===== src/rtl/alu_arbiter.sv =====
`default_nettype none
// ============================================================================
// alu_arbiter : round-robin sharing of one 64-bit alu between two requesters
// Revision    : 1.0
// ============================================================================

module alu_arbiter_alu (
    input  logic [63:0] a,
    input  logic [63:0] b,
    input  logic [2:0]  cntrl,
    output logic [63:0] result,
    output logic        negative,
    output logic        zero,
    output logic        overflow,
    output logic        carry_out,
    output logic        illegal
);
    logic        is_sub;
    logic        is_arith;
    logic [63:0] b_eff;
    logic [64:0] sum;

    always_comb begin
        is_sub   = (cntrl == 3'b011);
        is_arith = (cntrl == 3'b010) || is_sub;
        b_eff    = is_sub ? ~b : b;
        // Subtract as a + ~b + 1 so carry_out means "no borrow"
        sum      = {1'b0, a} + {1'b0, b_eff} + {64'd0, is_sub};
        illegal  = 1'b0;
        result   = 64'd0;
        case (cntrl)
            3'b000:         result = b;
            3'b010, 3'b011: result = sum[63:0];
            3'b100:         result = a & b;
            3'b101:         result = a | b;
            3'b110:         result = a ^ b;
            default:        illegal = 1'b1;
        endcase
        negative  = ~illegal & result[63];
        zero      = ~illegal & (result == 64'd0);
        carry_out = is_arith & sum[64];
        overflow  = is_arith & (a[63] == b_eff[63]) & (sum[63] != a[63]);
    end
endmodule

module alu_arbiter #(
    parameter int unsigned EXEC_CYCLES = 1,
    parameter int unsigned CNT_W       = 32
) (
    input  logic             clk,
    input  logic             reset_n,
    input  logic             req0_valid,
    output logic             req0_ready,
    input  logic [63:0]      req0_a,
    input  logic [63:0]      req0_b,
    input  logic [2:0]       req0_cntrl,
    input  logic             req1_valid,
    output logic             req1_ready,
    input  logic [63:0]      req1_a,
    input  logic [63:0]      req1_b,
    input  logic [2:0]       req1_cntrl,
    output logic             resp_valid,
    input  logic             resp_ready,
    output logic             resp_id,
    output logic [63:0]      resp_result,
    output logic             resp_negative,
    output logic             resp_zero,
    output logic             resp_overflow,
    output logic             resp_carry_out,
    output logic             resp_err,
    output logic [CNT_W-1:0] ops_done
);
    typedef enum logic [1:0] {
        S_IDLE = 2'd0,
        S_EXEC = 2'd1,
        S_RESP = 2'd2
    } state_t;

    localparam logic [3:0] c_cnt_load = 4'(EXEC_CYCLES - 1);

    state_t           state_q, state_d;
    logic             rr_q, rr_d;
    logic [63:0]      op_a_q, op_a_d;
    logic [63:0]      op_b_q, op_b_d;
    logic [2:0]       op_cntrl_q, op_cntrl_d;
    logic             op_id_q, op_id_d;
    logic [3:0]       cnt_q, cnt_d;
    logic             resp_valid_q, resp_valid_d;
    logic             resp_id_q, resp_id_d;
    logic [63:0]      resp_result_q, resp_result_d;
    logic             resp_negative_q, resp_negative_d;
    logic             resp_zero_q, resp_zero_d;
    logic             resp_overflow_q, resp_overflow_d;
    logic             resp_carry_out_q, resp_carry_out_d;
    logic             resp_err_q, resp_err_d;
    logic [CNT_W-1:0] ops_done_q, ops_done_d;

    logic             grant_id;
    logic             accept;
    logic [63:0]      alu_result;
    logic             alu_negative;
    logic             alu_zero;
    logic             alu_overflow;
    logic             alu_carry_out;
    logic             alu_illegal;

    // The alu only ever sees the operand registers, never the request ports
    alu_arbiter_alu u_alu (
        .a         (op_a_q),
        .b         (op_b_q),
        .cntrl     (op_cntrl_q),
        .result    (alu_result),
        .negative  (alu_negative),
        .zero      (alu_zero),
        .overflow  (alu_overflow),
        .carry_out (alu_carry_out),
        .illegal   (alu_illegal)
    );

    always_comb begin
        grant_id   = req1_valid & (~req0_valid | rr_q);
        accept     = (state_q == S_IDLE) & reset_n & (req0_valid | req1_valid);
        req0_ready = accept & ~grant_id;
        req1_ready = accept & grant_id;

        state_d          = state_q;
        rr_d             = rr_q;
        op_a_d           = op_a_q;
        op_b_d           = op_b_q;
        op_cntrl_d       = op_cntrl_q;
        op_id_d          = op_id_q;
        cnt_d            = cnt_q;
        resp_valid_d     = resp_valid_q;
        resp_id_d        = resp_id_q;
        resp_result_d    = resp_result_q;
        resp_negative_d  = resp_negative_q;
        resp_zero_d      = resp_zero_q;
        resp_overflow_d  = resp_overflow_q;
        resp_carry_out_d = resp_carry_out_q;
        resp_err_d       = resp_err_q;
        ops_done_d       = ops_done_q;

        case (state_q)
            S_IDLE: begin
                if (accept) begin
                    op_a_d     = grant_id ? req1_a : req0_a;
                    op_b_d     = grant_id ? req1_b : req0_b;
                    op_cntrl_d = grant_id ? req1_cntrl : req0_cntrl;
                    op_id_d    = grant_id;
                    cnt_d      = c_cnt_load;
                    rr_d       = ~grant_id;
                    state_d    = S_EXEC;
                end
            end
            S_EXEC: begin
                if (cnt_q == 4'd0) begin
                    resp_result_d    = alu_result;
                    resp_negative_d  = alu_negative;
                    resp_zero_d      = alu_zero;
                    resp_overflow_d  = alu_overflow;
                    resp_carry_out_d = alu_carry_out;
                    resp_err_d       = alu_illegal;
                    resp_id_d        = op_id_q;
                    resp_valid_d     = 1'b1;
                    state_d          = S_RESP;
                end else begin
                    cnt_d = cnt_q - 4'd1;
                end
            end
            S_RESP: begin
                if (resp_ready) begin
                    resp_valid_d = 1'b0;
                    ops_done_d   = ops_done_q + CNT_W'(1);
                    state_d      = S_IDLE;
                end
            end
            default: state_d = S_IDLE;
        endcase
    end

    always_ff @(posedge clk or negedge reset_n) begin
        if (!reset_n) begin
            state_q          <= S_IDLE;
            rr_q             <= 1'b0;
            op_a_q           <= 64'd0;
            op_b_q           <= 64'd0;
            op_cntrl_q       <= 3'd0;
            op_id_q          <= 1'b0;
            cnt_q            <= 4'd0;
            resp_valid_q     <= 1'b0;
            resp_id_q        <= 1'b0;
            resp_result_q    <= 64'd0;
            resp_negative_q  <= 1'b0;
            resp_zero_q      <= 1'b0;
            resp_overflow_q  <= 1'b0;
            resp_carry_out_q <= 1'b0;
            resp_err_q       <= 1'b0;
            ops_done_q       <= '0;
        end else begin
            state_q          <= state_d;
            rr_q             <= rr_d;
            op_a_q           <= op_a_d;
            op_b_q           <= op_b_d;
            op_cntrl_q       <= op_cntrl_d;
            op_id_q          <= op_id_d;
            cnt_q            <= cnt_d;
            resp_valid_q     <= resp_valid_d;
            resp_id_q        <= resp_id_d;
            resp_result_q    <= resp_result_d;
            resp_negative_q  <= resp_negative_d;
            resp_zero_q      <= resp_zero_d;
            resp_overflow_q  <= resp_overflow_d;
            resp_carry_out_q <= resp_carry_out_d;
            resp_err_q       <= resp_err_d;
            ops_done_q       <= ops_done_d;
        end
    end

    assign resp_valid     = resp_valid_q;
    assign resp_id        = resp_id_q;
    assign resp_result    = resp_result_q;
    assign resp_negative  = resp_negative_q;
    assign resp_zero      = resp_zero_q;
    assign resp_overflow  = resp_overflow_q;
    assign resp_carry_out = resp_carry_out_q;
    assign resp_err       = resp_err_q;
    assign ops_done       = ops_done_q;

endmodule

`default_nettype wire


===== config.mk =====
export PLATFORM = sky130hd
export DESIGN_NAME = alu_arbiter
export DESIGN_NICKNAME = d
export VERILOG_FILES = /design/src/rtl/alu_arbiter.sv
export SDC_FILE = /design/constraint.sdc
export NUM_CORES = 1
export LEC_CHECK = 0
export ABC_CLOCK_PERIOD_IN_PS = 5700
export BUFFER_PORTS_ARGS = -buffer_cell sky130_fd_sc_hd__buf_4
export CELL_PAD_IN_SITES_DETAIL_PLACEMENT = 0
export CELL_PAD_IN_SITES_GLOBAL_PLACEMENT = 1
export CORE_UTILIZATION = 44
export CTS_BUF_LIST = sky130_fd_sc_hd__clkbuf_2 sky130_fd_sc_hd__clkbuf_4 sky130_fd_sc_hd__clkbuf_8
export DETAILED_ROUTE_END_ITERATION = 10
export GPL_TIMING_DRIVEN = 0
export PLACE_DENSITY_LB_ADDON = 0.1
export SLEW_MARGIN = 20
export SYNTH_ARGS = -nofsm -noshare
export SYNTH_HDL_FRONTEND = slang
export SYNTH_SLANG_ARGS = --single-unit

===== constraint.sdc =====
create_clock -name clk -period 5.7 [get_ports clk]
set_input_delay 0.285 -clock clk [delete_from_list [all_inputs] [get_ports clk]]
set_output_delay 0.285 -clock clk [all_outputs]
set_load 0.1 [all_outputs]

# Word level (Yosys, flattened, before mapping)
# Cells that the tools add are included.
dict set report op_classes {
  n_mux 16
  n_bitwise 18
  n_reduce_logical 15
  add_sub_neg 4
  eq_ne 13
}
# op n
set ops {}
lappend ops {{one-hot mux 64 bit (5 select lines)} 1}
lappend ops {{two-way mux 64 bit} 3}
lappend ops {{adder 64 x 64 -> 65 bit} 1}
lappend ops {{adder 65 x 1 -> 65 bit} 1}
lappend ops {{bitwise AND 64 bit} 1}
lappend ops {{zero test 64 bit} 1}
lappend ops {{inverter 64 bit} 1}
lappend ops {{OR 64 bit} 1}
lappend ops {{XOR 64 bit} 1}
lappend ops {{adder 32 x 1 -> 32 bit, second input constant} 1}
lappend ops {{bitwise AND 1 bit} 10}
lappend ops {{== test 3 bit, second input constant} 3}
lappend ops {{AND reduction 3 bit} 3}
lappend ops {{two-way mux 4 bit} 2}
lappend ops {{!= test 2 bit, second input constant} 4}
lappend ops {{one-hot mux 4 bit (2 select lines)} 1}
lappend ops {{== test 3 x 2 -> 1 bit, second input constant} 2}
lappend ops {{two-way mux 2 bit} 3}
lappend ops {{one-hot mux 2 bit (3 select lines)} 1}
lappend ops {{AND reduction 2 bit} 3}
lappend ops {{OR reduction 6 bit} 1}
lappend ops {{zero test 4 bit} 1}
lappend ops {{nonzero test 2 bit} 2}
lappend ops {{subtractor 4 x 1 -> 4 bit, second input constant} 1}
lappend ops {{other kinds (13)} 17}
dict set report word_totals {
  output_inout_bits 105
  register_bits 242
  elab_cells 82
  in_bits 267
}

# Depth between registers and ports, before layout
dict set report logic_depth {
  depth_word 7
  ltp_mapped 21
  depth_no_buf 17
}

# Cells and area by module
# A second synthesis with hierarchy kept.
dict set report hier_totals {
  hier_cells 2209
  area_unflattened_um2 19799.0
}
# mod area_per_inst_um2 seq_area_each_um2 n_inst cells_each
set by_module_without_submodules {}
lappend by_module_without_submodules {alu_arbiter 10792.9 6055.8 1 891}
lappend by_module_without_submodules {alu_arbiter_alu 9006.1 0.0 1 1318}

# Worst setup path before layout
# OpenSTA, ideal clock, no wires.
dict set report synth_timing {
  path_kind {flip-flop to flip-flop}
  from {register op_cntrl_q[0]}
  to {register resp_zero_q, in the netlist resp_zero}
  path_buffers 7
  t_arrival_ns 5.111
  synth_period_minus_slack_ns 5.206
  setup_time_ns 0.095
  setup_slack_ns 0.494
  required_ns 5.605
  stages_incl_launch_ff 22
  path_cell_list {dfrtp_1 buf_2 clkbuf_1 clkbuf_1 buf_1 clkbuf_1 nand2_1 clkbuf_1 xnor2_1 ha_1 buf_2 nand4_1 or3_1 a211o_1 nand4_1 a21boi_1 xor2_1 o21ai_0 or4_1 nor4_1 nand3_1 o31ai_1}
}
dict set report synth_between {
  elab_chain_len 7
  elab_cells_between_ends 14
  classes_between {add/sub (2); eq/ne (5); mux (2); bitwise (1); reduce/logical (4)}
}
# element line
set synth_lines {}
lappend synth_lines {{start: declaration} 85} ;# logic [2:0] op_cntrl_q, op_cntrl_d;
lappend synth_lines {{start signal: assignment} 204} ;# op_cntrl_q <= op_cntrl_d;
lappend synth_lines {{== test 3 x 2 -> 1 bit} {24, 31}}
lappend synth_lines {{two-way mux 64 bit} 26} ;# b_eff = is_sub ? ~b : b;
lappend synth_lines {{adder 64 x 64 -> 65 bit} 28} ;# sum = {1'b0, a} + {1'b0, b_eff} + {64'd0, is_sub};
lappend synth_lines {{adder 65 x 1 -> 65 bit} 28}
lappend synth_lines {{one-hot mux 64 bit (5 select lines)} 31} ;# case (cntrl)
lappend synth_lines {{zero test 64 bit} 40} ;# zero = ~illegal & (result == 64'd0);
lappend synth_lines {{bitwise AND 1 bit (*)} 40}
lappend synth_lines {{end signal: assignment} 211} ;# resp_zero_q <= resp_zero_d;
lappend synth_lines {{end: declaration} 92} ;# logic resp_zero_q, resp_zero_d;
# Mark *: on every way between the ends. The rest lies on a longest branch, timed or not.
# A chain may end at the register's enable or synchronous reset.

# Worst setup path after layout
dict set report layout_timing {
  from {register op_cntrl_q[1]}
  to {register resp_zero_q, in the netlist resp_zero}
}
# Same word-level chain as after synthesis.

==> flow_metrics.env <==
export IMPL_drive_above_1_share=0.1860
export IMPL_end_kind="register"
export IMPL_start_util=0.4485
export IMPL_post_route_period_util=0.9848
export IMPL_start_kind="register"
export IMPL_cp_max_fo=10
export IMPL_synthCells=2330
export IMPL_finish_instance_area_mm2=0.02688
export IMPL_syn_nets=2805
export IMPL_synth_area_per_cell_um2=8.549
export IMPL_ant_nets=0
export IMPL_cp_num_buf_inv=6
export IMPL_synthFlopType="dfrtp_1"
export IMPL_required_ps=6200
export IMPL_yosys_area_top_type_share=0.3040
export IMPL_setup_worst_path_start="op_cntrl_q[1]"
export IMPL_core_mm2=0.04441
export IMPL_yosysMostFrequentCell="nand2_1"
export IMPL_cpMaxStageDelayCell="o21ai_0"
export IMPL_timing_final_hold_violations=0
export IMPL_setup_violations=0
export IMPL_outcome="finished, final reports clean"
export IMPL_syn_area_mm2=0.01992
export IMPL_cts_root_buf="clkbuf_8"
export IMPL_fin_worst_skew_ps=40.34
export IMPL_min_from="req0_a[59]"
export IMPL_ys_ff_latch=242
export IMPL_powerDensity_mw_per_mm2=694.0
export IMPL_dpl_cell_area_mm2=0.02353
export IMPL_holdCritPathClass="primary input to register"
export IMPL_worst_r2r_startpoint="op_cntrl_q[1]"
export IMPL_grt_pass1_vias=21381
export IMPL_clk_latency_ps=620
export IMPL_gr_total_overflow=0
export IMPL_synth_area_leader_cell="dfrtp_1"
export IMPL_place_congestion=0.9672
export IMPL_crit_family="simple AND/OR/NAND/NOR gates"
export IMPL_clk_path_buf_depth=3
export IMPL_synth_simple_area_share=0.1379
export IMPL_cts_sinks=242
export IMPL_area_growth_pct=34.92
export IMPL_grt_pass1_wl_mm=132.4
export IMPL_synth_edff_count=0
export IMPL_max_cap_violations=0
export IMPL_vias=21414
export IMPL_power_leakage_nw=12.88
export IMPL_path_cells="clkinvlp_4 -> nor2_4 -> clkbuf_8 -> buf_4 -> nand2_4 -> clkbuf_8 -> xnor2_1 -> ha_1 -> a21oi_4 -> buf_4 -> o21ai_0 -> inv_1 -> nand2_1 -> xnor2_1 -> o21ai_0 -> nor4b_2 -> nand4_1 -> nor4_1 -> nand3_1 -> o31ai_1"
export IMPL_fin_crit_ps=5613
export IMPL_cts_made_buffers=41
export IMPL_worst_slew_pin_slew_ps=1225
export IMPL_cts_tree="yes"
export IMPL_die_x_um=214.8
export IMPL_via_per_inst=5.948
export IMPL_synthArstFlopShare=1.000
export IMPL_synth_area_leaders="dfrtp_1, ha_1, mux2i_1"
export IMPL_slowest_delay_ps=520
export IMPL_path_class="register to register"
export IMPL_place_ws_ps=-2262
export IMPL_synth_xor_area_share=0.06156
export IMPL_antenna_found_initial=2
export IMPL_synth_adder_area_share=0.1310
export IMPL_yosysUniqueCellTypes=80
export IMPL_io_pins=372
export IMPL_rsz0062_at_grt="false"
export IMPL_die_area_mm2=0.04613
export IMPL_setup_ws_ps=86.86
export IMPL_drt_initial_drc_count=2054
export IMPL_fin_util=0.6051
export IMPL_ys_seq_area_frac=0.3040
export IMPL_htreeDepth=2
export IMPL_nets=3453
export IMPL_port_buffers=371
export IMPL_fmax_mhz=178.2
export IMPL_worstPathArrival_ps=6110
export IMPL_slew_viol_final=0
export IMPL_grt_max_degree=102
export IMPL_drc=0
export IMPL_first_pass_iters=9
export IMPL_routed_wl_mm=88.90
export IMPL_grt_total_usage=0.3818
export IMPL_synthMuxAreaShare=0.1089
export IMPL_yosysWarnings=0
export IMPL_fp_dieH_um=214.8
export IMPL_clkTransAtPathRegs_ps=60
export IMPL_ir_worst_vdd_mv=0.3915
export IMPL_hpwl_mm=68.36
export IMPL_synthTopCellsByCount="nand2_1, o21ai_0, dfrtp_1, ha_1, mux2i_1"
export IMPL_wl_per_cell_um=24.70
export IMPL_max_slew_margin=0.1836
export IMPL_synth_top_family_by_area="compound AO/OA/AOI/OAI gates"
export IMPL_synth_compound_area_share=0.2007
export IMPL_rows=77
layout by cell type (no fill, tap or decap), types with 88 or more instances in the layout:
cell type,count
a21oi_1,112
buf_4,382
clkbuf_1,88
dfrtp_1,241
dlygate4sd3_1,227
ha_1,207
inv_1,149
mux2i_1,183
nand2_1,299
o21ai_0,246
xnor2_1,121
report_power, final:
group | internal [mW] | leakage, nW | switching [mW]
registers | 2.39 | 3.08 | 1.01
clock network | 0.952 | 0.464 | 0.735
logic | 4.34 | 9.34 | 9.23
kinds of logic (layout without fill, tap and decap cells):
logic type,Yosys count,after routing
AOI/OAI and AO/OA,645,645
DFF,242,242
adders and majority gates,208,208
buffers and inverters,288,964
xor gates and xnor gates,140,140
other,0,2
and+or+nand+nor,594,594
muxes,213,213
stage by stage:
| stage | power (mW) | instances | hold WS, ps | TNS (ps) |
|---|---|---|---|---|
| 2_1_floorplan | 11.63 | 2330 | -10.59 | 0 |
| 3_3_place_gp | 15.83 | 3293 | 453.5 | -94780 |
| 3_5_place_dp | 16.03 | 3297 | 275.2 | -75190 |
| 4_1_cts | 18.09 | 3599 | 0.6286 | 0 |
| 5_1_grt | 19.70 | 3598 | 0.7168 | 0 |
| 6_report | 18.65 | 3600 | 14.68 | 0 |
flip-flops by register name, summed over array words and instances, names as in the netlist, 2 cells and up:
name,cells
op_a_q,64
ops_done,32
op_b_q,64
op_cntrl_q,3
cnt_q,4
resp_result,64
state_q,2
per-layer routing:
layer	GRT usage	vias to the layer above	share of wire
met5	0	-	0
met4	0.1448	0	0.038
met3	0.07233	166	0.085
met2	0.5711	1054	0.42
met1	0.5430	10570	0.45
li1	-	9624	-
final cells by class:
cell class,instances,area (um^2)
Timing Repair Buffer,610,5199
Antenna cell,2,5.005
Multi-Input combinational cell,1800,12850
Fill cell,3766,17540
Clock buffer,66,820.8
Buffer,133,585.6
Clock inverter,5,52.55
Inverter,150,566.8
Tap cell,592,740.7
Sequential cell,242,6057
path summary, 6_finish.rpt:
path | end | slack (ps) | cells after the start
setup / recovery | resp_zero | 90 | 20
hold / removal | op_a_q[59] | 10 | 3
setup reg to reg | resp_zero | 90 | 20
hold reg to reg | resp_overflow | 480 | 2
max in group asynchronous | op_a_q[61] | 4560 | 3
min in group asynchronous | op_a_q[18] | 230 | 2
worst reg2reg max path: stages, from the launching register on:
cell,delay (ps)
dfrtp_2,440
clkinvlp_4,130
nor2_4,210
clkbuf_8,260
buf_4,280
nand2_4,180
clkbuf_8,270
xnor2_1,150
ha_1,500
a21oi_4,110
buf_4,180
o21ai_0,520
inv_1,150
nand2_1,260
xnor2_1,150
o21ai_0,320
nor4b_2,470
nand4_1,180
nor4_1,360
nand3_1,130
o31ai_1,230
what timing repair did:
| action | CTS | global route |
|---|---|---|
| setup endpoints to repair | 65 | 1 |
| hold buffers | 227 | 0 |
| buffers inserted | 6 | 2 |
| pin swaps | 4 | 4 |
| hold endpoints to repair | 184 | 0 |
| gates resized for setup | 37 | 16 |
Note: power is estimated with default switching activity, not from simulation.
